File: src/rtl/seg7_pkg.sv
// rtl/seg7_pkg.sv - shared types and glyph table for the 7-segment scan controller
// Purpose: scan FSM state encoding, segment bit positions and the hex glyph
//   table used by seg7_scan_ctrl and seg7_hex_decode.
// Ports: none (package).
package seg7_pkg;

  typedef enum logic [1:0] {
    IDLE   = 2'd0,
    COMMIT = 2'd1,
    BLANK  = 2'd2,
    SHOW   = 2'd3
  } seg7_state_e;

  // Segment bit positions on seg_out.
  localparam int SEG_A = 0;
  localparam int SEG_B = 1;
  localparam int SEG_C = 2;
  localparam int SEG_D = 3;
  localparam int SEG_E = 4;
  localparam int SEG_F = 5;
  localparam int SEG_G = 6;

  // Glyphs for 0..F, index 15 is the leftmost element.
  localparam logic [15:0][6:0] HEX_GLYPH = {
    7'h71, 7'h79, 7'h5E, 7'h39, 7'h7C, 7'h77, 7'h6F, 7'h7F,
    7'h07, 7'h7D, 7'h6D, 7'h66, 7'h4F, 7'h5B, 7'h06, 7'h3F
  };

  function automatic logic [6:0] hex_glyph(input logic [3:0] nibble);
    return HEX_GLYPH[nibble];
  endfunction

endpackage

File: src/rtl/seg7_hex_decode.sv
// rtl/seg7_hex_decode.sv - combinational hex nibble to 7-segment glyph decoder
// Purpose: maps a 4-bit value to its active-high a..g segment pattern.
// Ports:
//   nibble  in   4  hex value 0..F
//   glyph   out  7  segments a..g on bits 0..6
module seg7_hex_decode
  import seg7_pkg::*;
(
  input  logic [3:0] nibble,
  output logic [6:0] glyph
);

  always_comb begin
    glyph = hex_glyph(nibble);
  end

endmodule

File: src/rtl/seg7_scan_ctrl.sv
// rtl/seg7_scan_ctrl.sv - multiplexed 7-segment scan controller with tear-free commit and PWM
// Purpose: holds one hex nibble per digit in shadow registers, copies them to
//   the live set at each frame start, and scans the digits with a blank gap
//   and 4-bit PWM brightness. Optional leading-zero blanking: SEG7_LZB_EN.
// Ports:
//   clk         in   1           system clock
//   rst_n       in   1           asynchronous active-low reset
//   ena         in   1           scan enable; low forces dark outputs and idle
//   wr_valid    in   1           nibble write request
//   wr_ready    out  1           low only in the commit cycle
//   wr_digit    in   DW          target digit (out-of-range writes are dropped)
//   wr_value    in   4           hex value
//   brightness  in   4           PWM duty in 1/16 of the show window
//   seg_out     out  7           segments a..g, active-high
//   dig_sel     out  NUM_DIGITS  one-hot digit enable, active-high
//   frame_tick  out  1           pulse on each commit cycle
module seg7_scan_ctrl
  import seg7_pkg::*;
#(
  parameter int NUM_DIGITS = 4,
  parameter int SLOT_CYC   = 1024,
  parameter int BLANK_CYC  = 16,
  localparam int DW        = $clog2(NUM_DIGITS)
) (
  input  logic                  clk,
  input  logic                  rst_n,
  input  logic                  ena,
  input  logic                  wr_valid,
  output logic                  wr_ready,
  input  logic [DW-1:0]         wr_digit,
  input  logic [3:0]            wr_value,
  input  logic [3:0]            brightness,
  output logic [6:0]            seg_out,
  output logic [NUM_DIGITS-1:0] dig_sel,
  output logic                  frame_tick
);

  localparam int CW = $clog2(SLOT_CYC);
  localparam logic [CW-1:0] BLANK_LAST = CW'(BLANK_CYC - 1);
  localparam logic [CW-1:0] SLOT_LAST  = CW'(SLOT_CYC - 1);
  localparam logic [CW-1:0] BLANK_OFS  = CW'(BLANK_CYC);
  localparam logic [DW-1:0] LAST_DIGIT = DW'(NUM_DIGITS - 1);
  localparam logic [DW:0]   NUM_DIG_W  = (DW + 1)'(NUM_DIGITS);

  seg7_state_e           state_q, state_d;
  logic [CW-1:0]         slot_cnt_q, slot_cnt_d;
  logic [DW-1:0]         digit_idx_q, digit_idx_d;
  logic [3:0]            shadow_q [NUM_DIGITS];
  logic [3:0]            shadow_d [NUM_DIGITS];
  logic [3:0]            live_q   [NUM_DIGITS];
  logic [3:0]            live_d   [NUM_DIGITS];
  logic [6:0]            seg_out_q, seg_out_d;
  logic [NUM_DIGITS-1:0] dig_sel_q, dig_sel_d;

  logic                  commit_now;
  logic                  wr_fire;
  logic [CW-1:0]         pwm_phase;
  logic                  pwm_on;
  logic                  digit_dark;
  logic [3:0]            cur_nibble;
  logic [6:0]            cur_glyph;

  // A commit that is interrupted by ena falling does not happen, so the
  // handshake stall and the tick follow the same qualified condition.
  assign commit_now = ena && (state_q == COMMIT);
  assign wr_ready   = !commit_now;
  assign wr_fire    = wr_valid && wr_ready;
  assign frame_tick = commit_now;

  // Outputs are registered, but ena low darkens them in the same cycle.
  assign seg_out = ena ? seg_out_q : '0;
  assign dig_sel = ena ? dig_sel_q : '0;

  assign cur_nibble = live_q[digit_idx_q];
  assign pwm_phase  = slot_cnt_q - BLANK_OFS;
  assign pwm_on     = pwm_phase[3:0] < brightness;

  seg7_hex_decode u_decode (
    .nibble (cur_nibble),
    .glyph  (cur_glyph)
  );

`ifdef SEG7_LZB_EN
  logic [NUM_DIGITS-1:0] blank_mask_q, blank_mask_d;

  // Scan from the most significant digit down; a digit is dark while every
  // digit at or above it is zero. Digit 0 always shows.
  always_comb begin
    logic zero_run;
    zero_run     = 1'b1;
    blank_mask_d = blank_mask_q;
    if (commit_now) begin
      for (int i = NUM_DIGITS - 1; i >= 0; i--) begin
        zero_run        = zero_run && (shadow_q[i] == 4'h0);
        blank_mask_d[i] = (i != 0) && zero_run;
      end
    end
  end

  always_ff @(posedge clk or negedge rst_n) begin
    if (!rst_n) begin
      blank_mask_q <= '0;
    end else begin
      blank_mask_q <= blank_mask_d;
    end
  end

  assign digit_dark = blank_mask_q[digit_idx_q];
`else
  assign digit_dark = 1'b0;
`endif

  always_comb begin
    shadow_d = shadow_q;
    if (wr_fire && ({1'b0, wr_digit} < NUM_DIG_W)) begin
      shadow_d[wr_digit] = wr_value;
    end
  end

  always_comb begin
    state_d     = state_q;
    slot_cnt_d  = slot_cnt_q;
    digit_idx_d = digit_idx_q;
    live_d      = live_q;
    seg_out_d   = '0;
    dig_sel_d   = '0;
    if (!ena) begin
      state_d     = IDLE;
      slot_cnt_d  = '0;
      digit_idx_d = '0;
    end else begin
      unique case (state_q)
        IDLE: begin
          state_d = COMMIT;
        end
        COMMIT: begin
          live_d      = shadow_q;
          state_d     = BLANK;
          slot_cnt_d  = '0;
          digit_idx_d = '0;
        end
        BLANK: begin
          slot_cnt_d = slot_cnt_q + 1'b1;
          if (slot_cnt_q == BLANK_LAST) begin
            state_d = SHOW;
          end
        end
        SHOW: begin
          dig_sel_d = NUM_DIGITS'(1) << digit_idx_q;
          if (pwm_on && !digit_dark) begin
            seg_out_d = cur_glyph;
          end
          if (slot_cnt_q == SLOT_LAST) begin
            slot_cnt_d = '0;
            if (digit_idx_q != LAST_DIGIT) begin
              digit_idx_d = digit_idx_q + 1'b1;
              state_d     = BLANK;
            end else begin
              state_d = COMMIT;
            end
          end else begin
            slot_cnt_d = slot_cnt_q + 1'b1;
          end
        end
        default: begin
          state_d = IDLE;
        end
      endcase
    end
  end

  always_ff @(posedge clk or negedge rst_n) begin
    if (!rst_n) begin
      state_q     <= IDLE;
      slot_cnt_q  <= '0;
      digit_idx_q <= '0;
      seg_out_q   <= '0;
      dig_sel_q   <= '0;
      for (int i = 0; i < NUM_DIGITS; i++) begin
        shadow_q[i] <= '0;
        live_q[i]   <= '0;
      end
    end else begin
      state_q     <= state_d;
      slot_cnt_q  <= slot_cnt_d;
      digit_idx_q <= digit_idx_d;
      seg_out_q   <= seg_out_d;
      dig_sel_q   <= dig_sel_d;
      shadow_q    <= shadow_d;
      live_q      <= live_d;
    end
  end

endmodule

File: config.mk
export PLATFORM = sky130hd
export DESIGN_NAME = seg7_scan_ctrl
export DESIGN_NICKNAME = d
export VERILOG_FILES = /design/src/rtl/seg7_pkg.sv /design/src/rtl/seg7_hex_decode.sv /design/src/rtl/seg7_scan_ctrl.sv
export SDC_FILE = /design/constraint.sdc
export NUM_CORES = 1
export LEC_CHECK = 0
export ABC_AREA = 1
export CORE_MARGIN = 2
export CORE_UTILIZATION = 62
export DETAILED_ROUTE_END_ITERATION = 8
export HOLD_SLACK_MARGIN = 0.05
export PLACE_DENSITY = 0.85
export SYNTH_ARGS = -nofsm -noshare
export SYNTH_HDL_FRONTEND = slang
export SYNTH_SLANG_ARGS = --single-unit
File: constraint.sdc
create_clock -name clk -period 3.3 [get_ports clk]
set_clock_uncertainty 0.2 [all_clocks]
set_input_delay 0.99 -clock clk [delete_from_list [all_inputs] [get_ports clk]]
set_output_delay 0.99 -clock clk [all_outputs]
set_load 0.01 [all_outputs]
==> results by group <==
Synthesis
  – Yosys Warn Count: 0
  – Synthesized netlist cell count: 385
  – Post-synthesis mux area share: 0%
  – Flops & latches, synth: 57
  – Syn Nets: 413
  – Largest family of logic cells by synthesized area: simple AND/OR/NAND/NOR gates
  – Syn_area_per_cell: 7.73 um2
  – Post-synthesis xor/xnor area fraction: 1.18%
  – Complex-gate fraction of the synthesized area: around 6%
  – Unique cell type count in the Yosys netlist: 25
  – Seq/Total Area, Yosys: 47.9%
  – Simple-Gate Fraction of Synth Area: 31.0%
  – Adder-Cell Fraction of Synth Area: just under 6%
  – Synthesized area: approximately 3000 um2

Hold path
  – Worst hold path depth: 2
  – Class of the worst hold path: reg -> reg

Critical path
  – R2R cell count: 10
  – Critical Path Start Type: input pin
  – Setup crit end kind: primary output
  – Arrival time worst endpoint: 2.02 ns
  – Critical path class: in -> out
  – Crit path required time: 2.11 ns
  – Max FO, Critical Path: 3

Cells and area
  – Area grow syn2layout: 16.7%
  – Post-layout util: 74.1%
  – Antenna cells: 0
  – Commonest non-fill, non-tap cells in the layout: 146 x nand2_1, 57 x dfrtp_1, 48 x inv_1
  – Layout cells sized above 1: under 10%
  – Nets: 451
  – Commonest non-fill, non-tap cell in the layout: nand2_1

GRT
  – Vias in the first global route: 2347
  – Largest net degree at the start of global routing: 30
  – Initial antenna violation count: 0
  – Overflow after GRT: 0
  – First-pass GRT wire length: 10.0 mm
  – All-layer global routing usage: about a quarter

Route
  – # DRC: 0
  – Avg WL per Cell: 11.8 um
  – Via count: between 2000 and 2500
  – DRT iter0 DRCs: roughly 170
  – Detail Route Antenna Nets: 0
  – Vias/cell: between 5 and 6
  – DR pass1 iterations: 6
  – Detailed Route WL: 5.67 mm

STA
  – Setup WS post-layout: 0.0910 ns
  – Endpoints failing setup: 0
  – Max Fclk: 312 MHz
  – Hold Violations, Final: 0
  – Final worst path period share: 97.2%
  – Unrepaired setup endpoints after global routing: no
  – Max-slew headroom: 56.0%
  – Fin crit period: 3.21 ns
  – Final setup TNS: 0 ns
  – Worst-Margin Slew: 0.659 ns
  – Max Slew Vio Count: 0

Run
  – Max cap viols: 0

Clocking
  – H-tree depth: 3
  – Setup Buffers After CTS: 0
  – CTS Sinks: 57
  – TritonCTS clock tree: done
  – Clock Latency Late Sink: 0.33 ns
  – Clk slew on worst S/H paths: 0.06 ns
  – CTS Buffer Depth: 2
  – Root Driver: clkbuf_8
  – TritonCTS Buffers: 9

Floorplan
  – # rows: 25
  – Die area: between 5000 and 6000 um2
  – Number of I/O pins: 27
  – Die Width: about 73 um
  – Core Region: roughly 4700 um2
  – Initial Util: 63.5%
  – Die Ht: 73.3 um

Placement
  – Pre-CTS setup slack: -0.243 ns
  – Number of I/O port buffers: 26
  – GPL Wtd Cong: 0.894
  – Hpwl dp: between 4 and 5 mm

Pwr
  – Power Density: 647 nW/um2
  – Design Power: 0.00225 W
  – Leakage: 1.88 nW
  – VDD IR max: approximately 390 uV

Status
  – Status: finished clean
Yosys cell counts, drive strengths merged:
cell type,count,area [um2]
nand3,30,170
o21ai,31,155
nand2,152,591
xnor2,1,8.76
ha,14,175
a21oi,4,23.8
nor2,30,133
nand4,2,12.5
nor3,2,10.0
inv,51,191
dfrtp,57,1430
xor2,3,26.3
buf,4,37.5
clkinv,1,3.75
and2,1,6.26
clkbuf,2,7.51
per-stage QoR:
| step | hold slack [ns] | instance area, um2 | instances |
|---|---|---|---|
| floorplan | 0.242 | 2980 | 385 |
| global placement | 0.252 | 3310 | 465 |
| detailed placement | 0.259 | 3310 | 465 |
| CTS | 0.273 | 3470 | 479 |
| global route | 0.305 | 3470 | 479 |
| finish | 0.275 | 3470 | 479 |
per-layer routing:
layer	vias to the layer above	share of wire, %	GRT usage [%]	wire, um
li1	1262	-	-	-
met1	1119	44	29.6	2510
met2	64	48	41.2	2740
met3	18	4.6	6.17	258
met4	0	2.8	11.5	156
met5	-	0	0	0
where the power goes:
part	internal [W]	switching, W
Clock	0.000279	0.000244
Sequential	0.000866	0.000112
Combinational	0.000275	0.000474
Total	0.00142	0.000830
worst paths after layout:
kind	slack, ns	end	start
worst max-delay path	0.09	wr_ready	ena
worst min-delay path	0.28	live_q[6]	shadow_q[6]
worst max register to register	1.02	seg_out_q[5]	digit_idx_q[0]
worst min register to register	0.28	live_q[6]	shadow_q[6]
max in group asynchronous	1.83	seg_out_q[2]	rst_n
min in group asynchronous	0.49	shadow_q[9]	rst_n
final cells by class:
class                      count  area (um2)
tap                           54        67.6
multi-input combinational    270        1310
clock buffer                  12         145
timing repair buffer          33         324
sequential                    57        1430
fill                         373        1220
inverter                      52         195
clock inverter                 1        5.00
logic make-up after synthesis:
logic type	count (synthesis)
flip-flops	57
AND/OR/NAND/NOR	217
AO/OA/AOI/OAI	35
buffers and inverters	58
XOR/XNOR	4
adder cells (fa/ha/maj)	14
flip-flops by register name, summed over array words and instances, names as in the netlist:
register and cells:
slot_cnt_q 10, shadow_q 16, digit_idx_q 2, state_q 2, seg_out_q 7, dig_sel_q 4
live_q 16
timing repair:
action,in CTS,in global routing
gates resized for setup,3,1
endpoints found under the setup margin,13,6
cloned,1,0
endpoints found under the hold margin,0,0
hold buffers,0,0
critical path, cell delays in order:
cell	delay [ns]
clkdlybuf4s15_1	0.24
nand3_2	0.15
buf_4	0.17
clkdlybuf4s50_1	0.46
Power figures use the tool's default switching activity.
==> patch 1: new RTL, same flow settings <==
Build with the macro `SEG7_LZB_EN` defined.
--- a/src/rtl/seg7_scan_ctrl.sv
+++ b/src/rtl/seg7_scan_ctrl.sv
@@ -14,6 +14,8 @@
 //   seg_out     out  7           segments a..g, active-high
 //   dig_sel     out  NUM_DIGITS  one-hot digit enable, active-high
 //   frame_tick  out  1           pulse on each commit cycle
+`define SEG7_LZB_EN
+
 module seg7_scan_ctrl
   import seg7_pkg::*;
 #(
Behaviour: no difference found for any inputs over 10 cycles, from zero or initial values and one cycle with rst_n low; that may be too few to reach the edited logic, so the function may still have changed.
==> patch 1 against the original RTL <==
Sequential share of layout area decreased by 2.0 points; worst setup slack improved by 0.10 ns; routed wire length increased by 18%; synthesized area increased by 10%; cell count increased by 8.4%; first-iteration DRC count decreased by 6.4%; sequential cell count increased by 3; sequential power increased by 8%; total power increased by 13%; design area increased by 11%.
==> patch 1: results (changes against the original RTL) <==
- #MultiIn Comb: 279 (+3.3%)
- Global-route wire length before repair: 11900 µm (+19%)
- Fillers: 414 (+11%)
- Worst-path fanout max: 7 (+4)
- Synth Area in XOR/XNOR: 0.0107 (-0.00108)
- DR pass1 iterations: 4 (-2)
- VDD IR max: 0.000417 V (+7.2%)
- Adder-cell share of the synthesized area: 0.0534 (-0.00541)
- Synth Area in Compound Gates: 0.0607 (+0.000580)
- Met2 usage: 0.450 (+0.0376)
- Share of post-route cells with drive strength above 1: 0.125 (+0.0377)
- Critical Path End: seg_out[4]
- Largest cell class by area: multi-input gates
- Sw Share: 0.365 (-0.00364)
- DR vias/cell: 5.06 (-1.5%)
- DR iter-0 viols: 161 (-6.4%)
- Clock share of power: 0.262 (+0.029)
- Syn avg cell area: 8.08 µm² (+4.4%)
- Critical R2R Capture: seg_out_q[3]
- Worst Hold Class: reg2reg
- Sequential share of cell area: 0.391 (-0.0196)
- Yosys cell types: 33 (+32%)
- Outcome: finished clean
- Signal inverters: 60 (+15%)
- Met1 WL: 2770 µm (+10%)
- Layout Nets: 472 (+4.7%)
- Routed vias: 2628 (+6.7%)
- Post-synthesis mux area share: 0 (unchanged)
- Seq pwr share: 0.414 (-0.021)
- Non-clock buffering overhead: 0.0808 (-0.0125)
- Clock-cell share of area: 0.0528 (+0.00956)
- Sequential element share of the synthesized area: 0.458 (-0.0212)
- Placed Cells: 503 (+8.2%)
- Area contributors post-synth: dfrtp_1, nand2_1, inv_1, ha_1, nand3_1
- WP data arrival: 1.92 ns (-0.10 ns)
- Syn_nets: 434 (+5.1%)
- Most frequent cells after synthesis: nand2_1, dfrtp_1, inv_1, nor2_1, nand3_1
- WL/cell: 12.9 µm (+8.8%)
- Post-DP HPWL: 4960 µm (+22%)
- Met3 WL: 196 µm (-24%)
- Largest net degree at the start of global routing: 43 (+43%)
- GRT met1 Usage: 0.305 (+0.00938)
- Worst-Margin Slew: 0.932 ns (+0.273 ns)
- Final RePlAce weighted congestion: 0.902 (+0.82%)
- Hold path startpoint: shadow_q[15]
- Vias in the first global route: 2657 (+13%)
- GR Util All Layers: 0.259 (+0.0134)
- Met2 wire length: 3510 µm (+28%)
- M3 GR Usage: 0.0388 (-0.0229)
- Buffers excl. clock: 34 (+3.0%)
- Num CTS Buffers: 9 (unchanged)
- Multi-input gate area: 1510 µm² (+15%)
- LEAKAGE: 2.03 nW (+7.9%)
- Top flop regs: live_q: 16 flops, shadow_q: 16 flops, slot_cnt_q: 10 flops
- Clock sink count: 60 (+5.3%)
-- patch 1: cell types whose count changed in the layout (fill, tap and decap cells not counted), sizes merged, moves of 2 or more --
cell | unedited run | this run
nand3b | 0 | 3
nand4 | 2 | 6
nand2 | 152 | 144
inv | 51 | 58
dfrtp | 57 | 60
clkinv | 2 | 4
nor3b | 0 | 2
o21ai | 31 | 34
nand3 | 30 | 33
-- patch 1: kinds of logic after synthesis --
family	count (synthesis)
buffers and inverters	67
adders and majority gates	14
xor gates and xnor gates	4
and+or+nand+nor	222
DFF	60
AOI/OAI and AO/OA	39
-- patch 1: timing repair --
item | in CTS | in global routing
hold endpoints to repair | 0 | 0
resized for setup | 1 | 2
hold buffers | 0 | 0
buffers inserted | 0 | 0
setup endpoints to repair | 13 | 9
-- patch 1: metrics by stage --
step,utilization,setup TNS (ns),power [mW],worst slack (ns),cell area (µm²)
2_1_floorplan,-,0,1.65,0.533,3280
3_3_place_gp,0.713,-2.51,1.84,-0.212,3640
3_5_place_dp,0.713,-2.98,1.89,-0.269,3640
4_1_cts,0.753,0,2.56,0.00287,3840
5_1_grt,0.752,0,2.75,0.122,3840
6_report,0.752,0,2.55,0.193,3840
-- patch 1: critical path, cell delays in order --
cell and delay (ns):
clkbuf_2 0.13, buf_4 0.15, nand2_1 0.06, inv_1 0.06, clkdlybuf4s50_1 0.53
-- patch 1: how the worst min path moves through the flow --
stage	endpoint	slack, ns	cells after the start
4_1_cts	live_q[15]	0.28	2
2_1_floorplan	live_q[12]	0.24	2
3_3_place_gp	live_q[14]	0.25	2
5_1_grt	blank_mask_q[2]	0.29	2
3_5_place_dp	live_q[15]	0.26	2
6_report	live_q[15]	0.28	2
==> patch 2: new RTL, config.mk and constraints unchanged <==
Made on the original files. The 4 states of `seg7_state_e` get a Gray code encoding in 2 bits.
--- a/src/rtl/seg7_pkg.sv
+++ b/src/rtl/seg7_pkg.sv
@@ -5,10 +5,10 @@
 package seg7_pkg;
 
   typedef enum logic [1:0] {
-    IDLE   = 2'd0,
-    COMMIT = 2'd1,
-    BLANK  = 2'd2,
-    SHOW   = 2'd3
+    IDLE   = 2'b00,
+    COMMIT = 2'b01,
+    BLANK  = 2'b11,
+    SHOW   = 2'b10
   } seg7_state_e;
 
   // Segment bit positions on seg_out.
Check against the original RTL: same outputs for any inputs over 10 cycles, from zero or initial values and one cycle with rst_n low; not proved beyond that.
==> patch 2 against the original RTL <==
Critical path depth up 1; cell count up 5.2%; maximum frequency about the same; clock power up 29%; design area up 3.9%; worst setup slack about the same; sequential power up 9%; utilization up 2.4 points; synthesized area up 2.1%; total power up 26%; sequential share of layout area down 1.5 points; routed wire length up 5.4%; sequential cell count unchanged; critical endpoint is now seg_out[2]; highest routed layer unchanged.
==> patch 2: results (changes against the original RTL) <==
- Most frequent cells after synthesis: nand2_1, dfrtp_1, inv_1, nor2_1, nand3_1
- Met2 usage: 0.429 (+0.0162)
- Hold path startpoint: live_q[13]
- Met2 wire length: 2930 µm (+6.7%)
- Worst-path fanout max: 6 (+3)
- Worst Reg-to-Reg Cells: 11 (+1)
- Outcome: finished clean
- Non-clock buffering overhead: 0.0891 (-0.00418)
- Slew HR: 0.617 (+0.0562)
- Clock-cell share of area: 0.0575 (+0.0143)
- Sw Pwr: 1.10 mW (+33%)
- Comb pwr share: 0.385 (+0.052)
- Worst r2r src: digit_idx_q[0]
- Signal inverters: 53 (+1.9%)
- Seq pwr share: 0.377 (-0.058)
- DR pass1 iterations: 4 (-2)
- Adder-cell share of the synthesized area: 0.0576 (-0.00119)
- Clkbuf count: 14 (+2)
- WL/cell: 11.9 µm (+0.17%)
- LEAKAGE: 1.94 nW (+3.0%)
- Met1 WL: 2670 µm (+6.5%)
- M3 GR Usage: 0.0596 (-0.00211)
- Syn_nets: 420 (+1.7%)
- Routed vias: 2524 (+2.5%)
- Yosys cell types: 28 (+12%)
- Critical Path End: seg_out[2]
- GR Util All Layers: 0.253 (+0.00822)
- Sequential element share of the synthesized area: 0.469 (-0.00966)
- Synth Area in XOR/XNOR: 0.00865 (-0.00312)
- Largest net degree at the start of global routing: 26 (-13%)
- Area contributors post-synth: dfrtp_1, nand2_1, inv_1, ha_1, nand3_1
- Share of post-route cells with drive strength above 1: 0.0961 (+0.00905)
- GRT met1 Usage: 0.311 (+0.0146)
- Critical R2R Capture: seg_out_q[0]
- VDD IR max: 0.000491 V (+26%)
- Hold WS: 0.271 ns (-0.00467 ns)
- Global-route wire length before repair: 10400 µm (+3.5%)
- Buffers excl. clock: 35 (+6.1%)
- Fillers: 353 (-5.4%)
- #MultiIn Comb: 276 (+2.2%)
[patch 2: cell types whose count changed after synthesis, moves of 2 or more]
| cell | delta |
|---|---|
| nand3_4 | +2 |
| nand2_1 | -3 |
| o21ai_0 | -2 |
| a31oi_1 | +2 |
| a21oi_1 | +5 |
| nand3_1 | +2 |
| nor2_1 | +3 |
| nand3_2 | -3 |
[patch 2: what timing repair did]
item,in CTS,in global routing
hold buffers,0,0
cloned,1,0
pin swaps,1,0
buffers inserted,3,0
setup endpoints to repair,13,3
gates resized for setup,6,2
[patch 2: critical path, stage by stage]
cell,delay [ns]
clkdlybuf4s15_1,0.25
buf_4,0.17
nand2_1,0.05
inv_1,0.05
clkdlybuf4s50_1,0.52
[patch 2: through the flow]
stage	std cells	area [µm²]	setup slack, ns
after detailed placement	484	3370	-0.271
after global placement	484	3370	-0.272
after floorplan	392	3040	0.472
after CTS	504	3610	0.0360
after global routing	504	3610	0.0307
final	504	3610	0.0911
